<file path="src/rtl/div_pkg.sv">
`default_nettype none
// ============================================================================
//  Module      : div_pkg
//  Description : Shared types and default widths for the sequential
//                restoring divider.
//                - state_t   : divider FSM state encoding
//                - DW_DEF    : default dividend/quotient width
//                - VW_DEF    : default divisor/remainder width
//                - CNT_W     : bit-counter width for the default dividend width
//  Revision    : 1.0  initial release
// ============================================================================
package div_pkg;

    localparam int DW_DEF = 8;
    localparam int VW_DEF = 4;
    localparam int CNT_W  = $clog2(DW_DEF);

    typedef enum logic [1:0] {
        ST_IDLE = 2'd0,
        ST_CALC = 2'd1,
        ST_DONE = 2'd2
    } state_t;

endpackage : div_pkg
`default_nettype wire

</file>
<file path="src/rtl/div_restore_step.sv">
`default_nettype none
// ============================================================================
//  Module      : div_restore_step
//  Description : One combinational restoring-division step.
//                The partial remainder is shifted left and the next dividend
//                bit is brought in to form the trial value. If the trial is at
//                least the divisor, the divisor is subtracted and the quotient
//                bit is 1. Otherwise the trial is kept and the quotient bit is 0.
//  Ports       : i_rem     [VW:0]   current partial remainder
//                i_bit              incoming dividend bit (MSB first)
//                i_divisor [VW-1:0] divisor
//                o_rem     [VW:0]   next partial remainder
//                o_qbit             quotient bit produced by this step
//  Revision    : 1.0  initial release
// ============================================================================
module div_restore_step #(
    parameter int VW = 4
) (
    input  logic [VW:0]   i_rem,
    input  logic          i_bit,
    input  logic [VW-1:0] i_divisor,
    output logic [VW:0]   o_rem,
    output logic          o_qbit
);

    logic [VW:0] w_trial;
    logic [VW:0] w_diff;
    logic        w_ge;

    // The incoming remainder is always below the divisor, so its top bit is
    // zero in normal use. Should it be set, the true trial value would exceed
    // 2^(VW+1), which is always >= divisor. Folding that bit into the compare
    // keeps the step arithmetically exact for any input. The modulo
    // subtraction below still yields the correct (small) difference.
    assign w_trial = {i_rem[VW-1:0], i_bit};
    assign w_ge    = i_rem[VW] | (w_trial >= {1'b0, i_divisor});
    assign w_diff  = w_trial - {1'b0, i_divisor};

    assign o_rem  = w_ge ? w_diff : w_trial;
    assign o_qbit = w_ge;

endmodule : div_restore_step
`default_nettype wire

</file>
<file path="src/rtl/seq_restoring_divider.sv">
`default_nettype none
// ============================================================================
//  Module      : seq_restoring_divider
//  Description : Multi-cycle unsigned restoring divider. It produces one
//                quotient bit per clock behind a start/busy/done handshake.
//                A non-zero divisor completes DW+1 cycles after start.
//                A zero divisor completes in 1 cycle and returns an all-ones
//                quotient with the div_by_zero flag set.
//  Ports       : clk                    rising-edge clock
//                rst                    synchronous active-high reset
//                start                  request a division (sampled in IDLE)
//                dividend    [DW-1:0]   unsigned dividend
//                divisor     [VW-1:0]   unsigned divisor
//                busy                   high in CALC and DONE
//                done                   one-cycle completion pulse
//                quotient    [DW-1:0]   registered quotient
//                remainder   [VW-1:0]   registered remainder
//                div_by_zero            registered divide-by-zero flag
//  Revision    : 1.0  initial release
// ============================================================================
module seq_restoring_divider
    import div_pkg::*;
#(
    parameter int DW = DW_DEF,
    parameter int VW = VW_DEF
) (
    input  logic          clk,
    input  logic          rst,
    input  logic          start,
    input  logic [DW-1:0] dividend,
    input  logic [VW-1:0] divisor,
    output logic          busy,
    output logic          done,
    output logic [DW-1:0] quotient,
    output logic [VW-1:0] remainder,
    output logic          div_by_zero
);

    // The counter is sized from this instance's DW, not the package default,
    // so that overriding DW keeps the counter wide enough.
    localparam int            C_CW       = (DW > 1) ? $clog2(DW) : 1;
    localparam logic [C_CW-1:0] C_CNT_LAST = C_CW'(DW - 1);

    state_t          r_state_q,     w_state_d;
    logic [C_CW-1:0] r_cnt_q,       w_cnt_d;
    logic [DW-1:0]   r_dvd_q,       w_dvd_d;        // dividend shift register
    logic [VW-1:0]   r_dvs_q,       w_dvs_d;        // latched divisor
    logic [VW:0]     r_rem_q,       w_rem_d;        // partial remainder
    logic [DW-1:0]   r_quo_q,       w_quo_d;        // quotient shift register
    logic [DW-1:0]   r_quotient_q,  w_quotient_d;
    logic [VW-1:0]   r_remainder_q, w_remainder_d;
    logic            r_dbz_q,       w_dbz_d;

    logic [VW:0]     w_step_rem;
    logic            w_step_qbit;

    div_restore_step #(
        .VW (VW)
    ) u_step (
        .i_rem     (r_rem_q),
        .i_bit     (r_dvd_q[DW-1]),
        .i_divisor (r_dvs_q),
        .o_rem     (w_step_rem),
        .o_qbit    (w_step_qbit)
    );

    always_comb begin
        w_state_d     = r_state_q;
        w_cnt_d       = r_cnt_q;
        w_dvd_d       = r_dvd_q;
        w_dvs_d       = r_dvs_q;
        w_rem_d       = r_rem_q;
        w_quo_d       = r_quo_q;
        w_quotient_d  = r_quotient_q;
        w_remainder_d = r_remainder_q;
        w_dbz_d       = r_dbz_q;

        case (r_state_q)
            ST_IDLE: begin
                if (start) begin
                    if (divisor == '0) begin
                        w_quotient_d  = '1;
                        w_remainder_d = '0;
                        w_dbz_d       = 1'b1;
                        w_state_d     = ST_DONE;
                    end else begin
                        w_dvd_d   = dividend;
                        w_dvs_d   = divisor;
                        w_rem_d   = '0;
                        w_quo_d   = '0;
                        w_cnt_d   = C_CNT_LAST;
                        w_state_d = ST_CALC;
                    end
                end
            end

            ST_CALC: begin
                w_dvd_d = {r_dvd_q[DW-2:0], 1'b0};
                w_rem_d = w_step_rem;
                w_quo_d = {r_quo_q[DW-2:0], w_step_qbit};
                w_cnt_d = r_cnt_q - 1'b1;
                if (r_cnt_q == '0) begin
                    // Publish the results on the final step so they are
                    // already valid in the DONE cycle.
                    w_quotient_d  = {r_quo_q[DW-2:0], w_step_qbit};
                    w_remainder_d = w_step_rem[VW-1:0];
                    w_dbz_d       = 1'b0;
                    w_state_d     = ST_DONE;
                end
            end

            ST_DONE: begin
                w_state_d = ST_IDLE;
            end

            default: begin
                w_state_d = ST_IDLE;
            end
        endcase
    end

    always_ff @(posedge clk) begin
        if (rst) begin
            r_state_q     <= ST_IDLE;
            r_cnt_q       <= '0;
            r_dvd_q       <= '0;
            r_dvs_q       <= '0;
            r_rem_q       <= '0;
            r_quo_q       <= '0;
            r_quotient_q  <= '0;
            r_remainder_q <= '0;
            r_dbz_q       <= 1'b0;
        end else begin
            r_state_q     <= w_state_d;
            r_cnt_q       <= w_cnt_d;
            r_dvd_q       <= w_dvd_d;
            r_dvs_q       <= w_dvs_d;
            r_rem_q       <= w_rem_d;
            r_quo_q       <= w_quo_d;
            r_quotient_q  <= w_quotient_d;
            r_remainder_q <= w_remainder_d;
            r_dbz_q       <= w_dbz_d;
        end
    end

    assign busy        = (r_state_q != ST_IDLE);
    assign done        = (r_state_q == ST_DONE);
    assign quotient    = r_quotient_q;
    assign remainder   = r_remainder_q;
    assign div_by_zero = r_dbz_q;

endmodule : seq_restoring_divider
`default_nettype wire

</file>
<file path="config.mk">
export PLATFORM = sky130hd
export DESIGN_NAME = seq_restoring_divider
export DESIGN_NICKNAME = d
export VERILOG_FILES = /design/src/rtl/div_pkg.sv /design/src/rtl/div_restore_step.sv /design/src/rtl/seq_restoring_divider.sv
export SDC_FILE = /design/constraint.sdc
export NUM_CORES = 1
export LEC_CHECK = 0
export ABC_AREA = 1
export CELL_PAD_IN_SITES_DETAIL_PLACEMENT = 1
export CELL_PAD_IN_SITES_GLOBAL_PLACEMENT = 1
export CORE_ASPECT_RATIO = 0.8
export CORE_MARGIN = 8
export CORE_UTILIZATION = 41
export DETAILED_ROUTE_END_ITERATION = 10
export PLACE_DENSITY = 0.85
export SLEW_MARGIN = 10
export SYNTH_ARGS = -nofsm -noshare
export SYNTH_HDL_FRONTEND = slang
export SYNTH_SLANG_ARGS = --single-unit
</file>
<file path="constraint.sdc">
create_clock -name clk -period 2.45 [get_ports clk]
set_input_delay 0.735 -clock clk [delete_from_list [all_inputs] [get_ports clk]]
set_output_delay 0.735 -clock clk [all_outputs]
set_load 0.01 [all_outputs]
</file>
# Word level (Yosys, flattened, before mapping)
# Cells that the tools add are included.
# classes
shifts	0
n_lt_le_gt_ge	1
muxes	29
div	0
n_eq_ne	6
bitwise_logic	2
n_reduce_logical	9
n_mul	0
addsub	2
# ops
operator	n
$mux W8	5
$pmux W8 S2	2
$mux W5	3
$mux W7	2
$pmux W7 S2	1
$mux W4	3
$pmux W5 S2	1
$ne A2 B2 Y1 const B	4
$pmux W4 S2	1
$mux W2	3
$mux W3	2
$pmux W3 S2	1
$reduce_and A3 Y1	2
$ge A5 B4 Y1	1
$sub A5 B4 Y5	1
$logic_not A4 Y1	1
$pmux W2 S2	1
$reduce_and A4 Y1	1
$reduce_bool A2 Y1	2
$logic_not A3 Y1	1
$mux W1	3
$sub A3 B1 Y3 const B	1
$eq A2 B1 Y1 const B	1
$eq A2 B2 Y1 const B	1
other kinds (5)	5
# totals
in_bits	15
mem_bits_ro	0
latch_bits	0
n_memories	0
output_inout_bits	15
wordCells	58
ramBits	0
regBits	42

# Longest topological paths before layout
# logic_depth
depth_word	5
depth_mapped	11
mapped_depth_nobuf	11

# Hierarchy
# Synthesis repeated with hierarchy kept, for this count alone.
# hier_totals
hier_cells	295
area_unflattened_um2	2122.0
# modules_own_cells
module	area_each_um2	cells_per_inst	n_inst
seq_restoring_divider	1828.0	246	1
div_restore_step	294.0	49	1

# Worst setup path after synthesis
# No wires, ideal clock.
# synth_path
path_kind	input-to-reg
start	input port divisor[3]
end	register r_remainder_q[2], in the netlist remainder[2]
arrival_ns	1.485
path_slack_ns	0.856
setup_time_ns	0.109
cell_stages	9
required_ns	2.341
cell_sequence	nor2_1 > nand3_1 > nand2_1 > nand3_4 > inv_2 > buf_6 > nand3_2 > nand2_1 > inv_1
# synth_between
elab_chain_cells	3
# synth_rtl
item	line_no	source
from (decl)	seq_restoring_divider.sv:31	input logic [VW-1:0] divisor,
$logic_not A4 Y1	seq_restoring_divider.sv:81	if (divisor == '0) begin
$ne A2 B2 Y1 (no source line)	--	
$reduce_and A4 Y1 (no source line)	--	
to (signal assigned)	seq_restoring_divider.sv:141	r_remainder_q <= w_remainder_d;
to (decl)	seq_restoring_divider.sv:51	logic [VW-1:0] r_remainder_q, w_remainder_d;
# Every way passes these cells.
# A chain may end at the register's enable or synchronous reset.

# Worst setup path after layout
# layout_path
start	register r_state_q[1]
end	output port done
# layout_between
elab_chain_cells	1
# layout_rtl
item	line_no	source
from (decl)	seq_restoring_divider.sv:44	state_t r_state_q, w_state_d;
from (signal assigned)	seq_restoring_divider.sv:134	r_state_q <= w_state_d;
$eq A2 B2 Y1	seq_restoring_divider.sv:147	assign done = (r_state_q == ST_DONE);
to (decl)	seq_restoring_divider.sv:33	output logic done,
# Every way passes these cells.

==> impl_results.rst <==
.. list-table::
   :header-rows: 1

   * - Metric
     - Value
   * - Synthesized-area fraction occupied by ao, oa, aoi and oai cells
     - approximately 11%
   * - Synth Area in Adders
     - 4.65%
   * - Leading cell type in the layout, fill and taps excluded
     - nand2_1
   * - Worst-case vdd ir drop
     - 273 uV
   * - Fraction of power consumed by combinational cells
     - between 20% and 30%
   * - Remaining number of nets flagged by the antenna check after routing
     - 0
   * - Final Total Pwr
     - between 2 and 2.5 mW
   * - Most used DFF post-synth
     - dfxtp_1
   * - Final max-slew violation count
     - 0
   * - Global-route wire length before repair
     - 9490 microns
   * - Share of final-layout standard cells stronger than drive strength 1
     - about a tenth
   * - Pwr dens
     - roughly 810 nW/um^2
   * - Proportion of synthesized area in mux cells
     - 0%
   * - Worst-case headroom to the max-slew limit
     - approximately three quarters
   * - Area growth from synthesis to layout
     - 23.1%
   * - Maximum clock rate
     - 460 MHz
   * - Cell with the largest stage delay on the worst path
     - clkdlybuf4s50_1
   * - Number of hold-slack violations in the final timing report
     - 0
   * - Post-synthesis simple-gate area fraction
     - 31.2%
   * - DRC viols
     - 0
   * - Post-route minimum period
     - about 2200 ps
   * - Worst-case clock skew
     - a little over 10 ps
   * - Port Buf Inserts
     - 29
   * - Int Power
     - about 1.4 mW
   * - Cts bufs inserted
     - 5
   * - Total number of H-tree levels
     - 2
   * - Combined buffer and inverter count along the critical path
     - 2
   * - Crit. End Element
     - output port
   * - Worst hold path depth
     - 2
   * - Hold Buf Count CTS
     - 0
   * - Wire length after detailed routing
     - between 5000 and 6000 microns
   * - Post-CTS setup-driven buffer insertion count
     - 0
   * - LEAKAGE
     - 1.17 nW
   * - Number of flops mapped to enable cells by yosys
     - 0
   * - Critical path data required time
     - between 1500 and 2000 ps
   * - Area of all placed cells without fillers
     - 2520 sq um
   * - Number of antenna repair diodes
     - 0
   * - Gates resized, CTS repair
     - 0
   * - Worst skew pair latency
     - ~300 ps
   * - Total negative setup slack
     - 0 ps
   * - Total Die Area
     - about 7500 sq um
   * - Buffers from clock root to sink, at most
     - 2
   * - MaxCap Viol Count
     - 0
   * - Via density per instance
     - roughly 5
   * - Fin util
     - roughly half
   * - Clock root buffer
     - clkbuf_8
   * - Number of cells on the critical path
     - 3
   * - CP delay by family, top
     - buffers and inverters
   * - Worst path max stage delay
     - 560 ps
   * - Biggest fanout along the worst timing path
     - 3
   * - Switching power
     - 627 uW
   * - Average routed wire per standard cell
     - between 10 and 15 microns
   * - Final setup violation count
     - 0
   * - Nets in the synthesized netlist
     - roughly 300
   * - Relative contribution of the clock network to total power
     - ~34%
   * - Vert. Die Dim
     - around 79 microns
   * - Placeable core region
     - 4920 sq um
   * - Library cells used by synthesis
     - 26
   * - Via count of the first global-routing pass
     - roughly 2000
   * - Width of the die
     - 95.0 microns
   * - Final Wtd Congestion
     - 0.809
   * - Setup slack on the worst flop-to-flop path
     - roughly 710 ps
   * - Period Utilization, post-route
     - 88.8%
   * - Worst EP arrival
     - approximately 1400 ps
   * - RSZ-0062 raised after global routing
     - false
   * - Number of I/O pins
     - 30
   * - Slew at the pin closest to its max-slew limit
     - ~360 ps
   * - Largest family of logic cells by synthesized area
     - simple AND/OR/NAND/NOR gates
   * - Sort of element at the start of the critical path
     - flip-flop
   * - DRC violation total after the first TritonRoute iteration
     - 95
   * - Cells traversed along the worst timing path
     - inv_2 -> nor2_1 -> clkdlybuf4s50_1
   * - Cell Area, Synth
     - roughly 2000 sq um
   * - Syn_area_per_cell
     - 7.17 sq um
   * - Register bit count reported by yosys
     - 42
   * - Xor-xnor portion of the synthesized cell area
     - less than 1%
   * - Area of placed instances
     - 2370 sq um
   * - Number of cells traversed by the worst register-to-register path
     - 10
   * - Register area share after synthesis
     - 41.1%
   * - Maximum number of pins on one net before global-route repair
     - 25
   * - Critical Setup Path Class
     - reg2out
   * - Number of antenna violations at the first check in global routing
     - 0
   * - Result of the run
     - complete, no violations
   * - Number of nets in the final layout
     - 337
   * - Effective utilization at floorplan
     - between 40% and 50%
   * - Commonest cells after routing, fill and taps aside
     - nand2_1 (59), nor2_1 (42), dfxtp_1 (42)
   * - Overall routing resource usage
     - between 10% and 20%
   * - TritonCTS clock tree
     - built
   * - Number of search-and-repair iterations in the first detailed-routing pass
     - 4
   * - Placement row count
     - 23
   * - Sequential share of power
     - 39.1%
   * - Half-perimeter wire length after placement
     - ~4000 microns
   * - Synthesized instance count
     - about 290
   * - Switching power share of the total
     - 30.7%
   * - Global-route congestion overflow total
     - 0
   * - Async set or reset register ratio after synthesis
     - 0%
   * - Hold crit path type
     - reg2reg
   * - Reg clk slew, reported paths
     - about 90 ps
   * - Clock Sink Count
     - 42
   * - Yosys warnings
     - 0
   * - Via count
     - between 1500 and 2000
[power by group through the flow]
stage	Clock, mW	Combinational, mW	Sequential [mW]
floorplan	0	0.359	0.817
global placement	0	0.524	0.808
detailed placement	0	0.546	0.812
CTS	0.700	0.558	0.798
global route	0.738	0.619	0.807
finish	0.689	0.554	0.797
[final timing paths]
path                  end         start
min            r_dvs_q[2]    r_dvs_q[2]
max                  done  r_state_q[1]
min reg2reg    r_dvs_q[2]    r_dvs_q[2]
max reg2reg  remainder[0]    r_dvs_q[1]
[synth_stat cells (2+ instances only)]
library cell,n,share of area (%)
a21oi_1,16,3.9
a22oi_1,6,2.2
and3_1,2,0.61
buf_2,4,0.98
buf_6,4,2.2
clkbuf_1,3,0.55
dfxtp_1,42,41
ha_1,6,3.7
inv_1,38,7.0
inv_2,3,0.55
nand2_1,59,11
nand2_2,2,0.61
nand3_1,12,2.9
nand3_2,4,2.0
nand4_1,7,2.1
nor2_1,42,7.7
nor2_2,2,0.61
o21ai_0,20,4.9
or2_2,6,1.8
[through the flow]
stage | std cells | setup WS, ps | hold WS, ps
floorplan | 285 | 856 | 425
global placement | 370 | 198 | 435
detailed placement | 370 | 133 | 451
CTS | 378 | 248 | 472
global route | 378 | 198 | 492
finish | 378 | 276 | 467
[worst register-to-register path: cells and delay by family, from the launching register on]
kind,cells,cell delay [ps]
DFF,1,370
buffers and inverters,2,120
and+or+nand+nor,7,870
adders and majority gates,1,310
[logic make-up after synthesis]
group / after synthesis
AND/OR/NAND/NOR: 140
adder cells (fa/ha/maj): 7
XOR/XNOR: 1
buffers and inverters: 53
AO/OA/AOI/OAI: 42
flip-flops: 42
[layer usage]
metal | GRT usage (%) | routed length, microns | vias up
li1 | - | - | 954
met1 | 19.3 | 2550 | 899
met2 | 26.8 | 2720 | 26
met3 | 3.01 | 143 | 12
met4 | 6.38 | 118 | 0
met5 | 0 | 0 | -
[layout make-up]
cell class	instances	area (sq um)
clock buffers	6	82.6
flip-flops and latches	42	841
inverters	41	154
clock inverters	2	60.1
well taps	62	77.6
repair buffers	35	335
fillers	633	2400
multi-input cells	190	966
[sequential cells by signal, summed over array words and instances, names as in the netlist, 2 cells and up]
register and cells:
quotient 8, r_cnt_q 3, r_dvd_q 8, r_dvs_q 4, r_quo_q 7, r_rem_q 5, r_state_q 2, remainder 4
No activity file was read; power rests on OpenSTA's default activity.
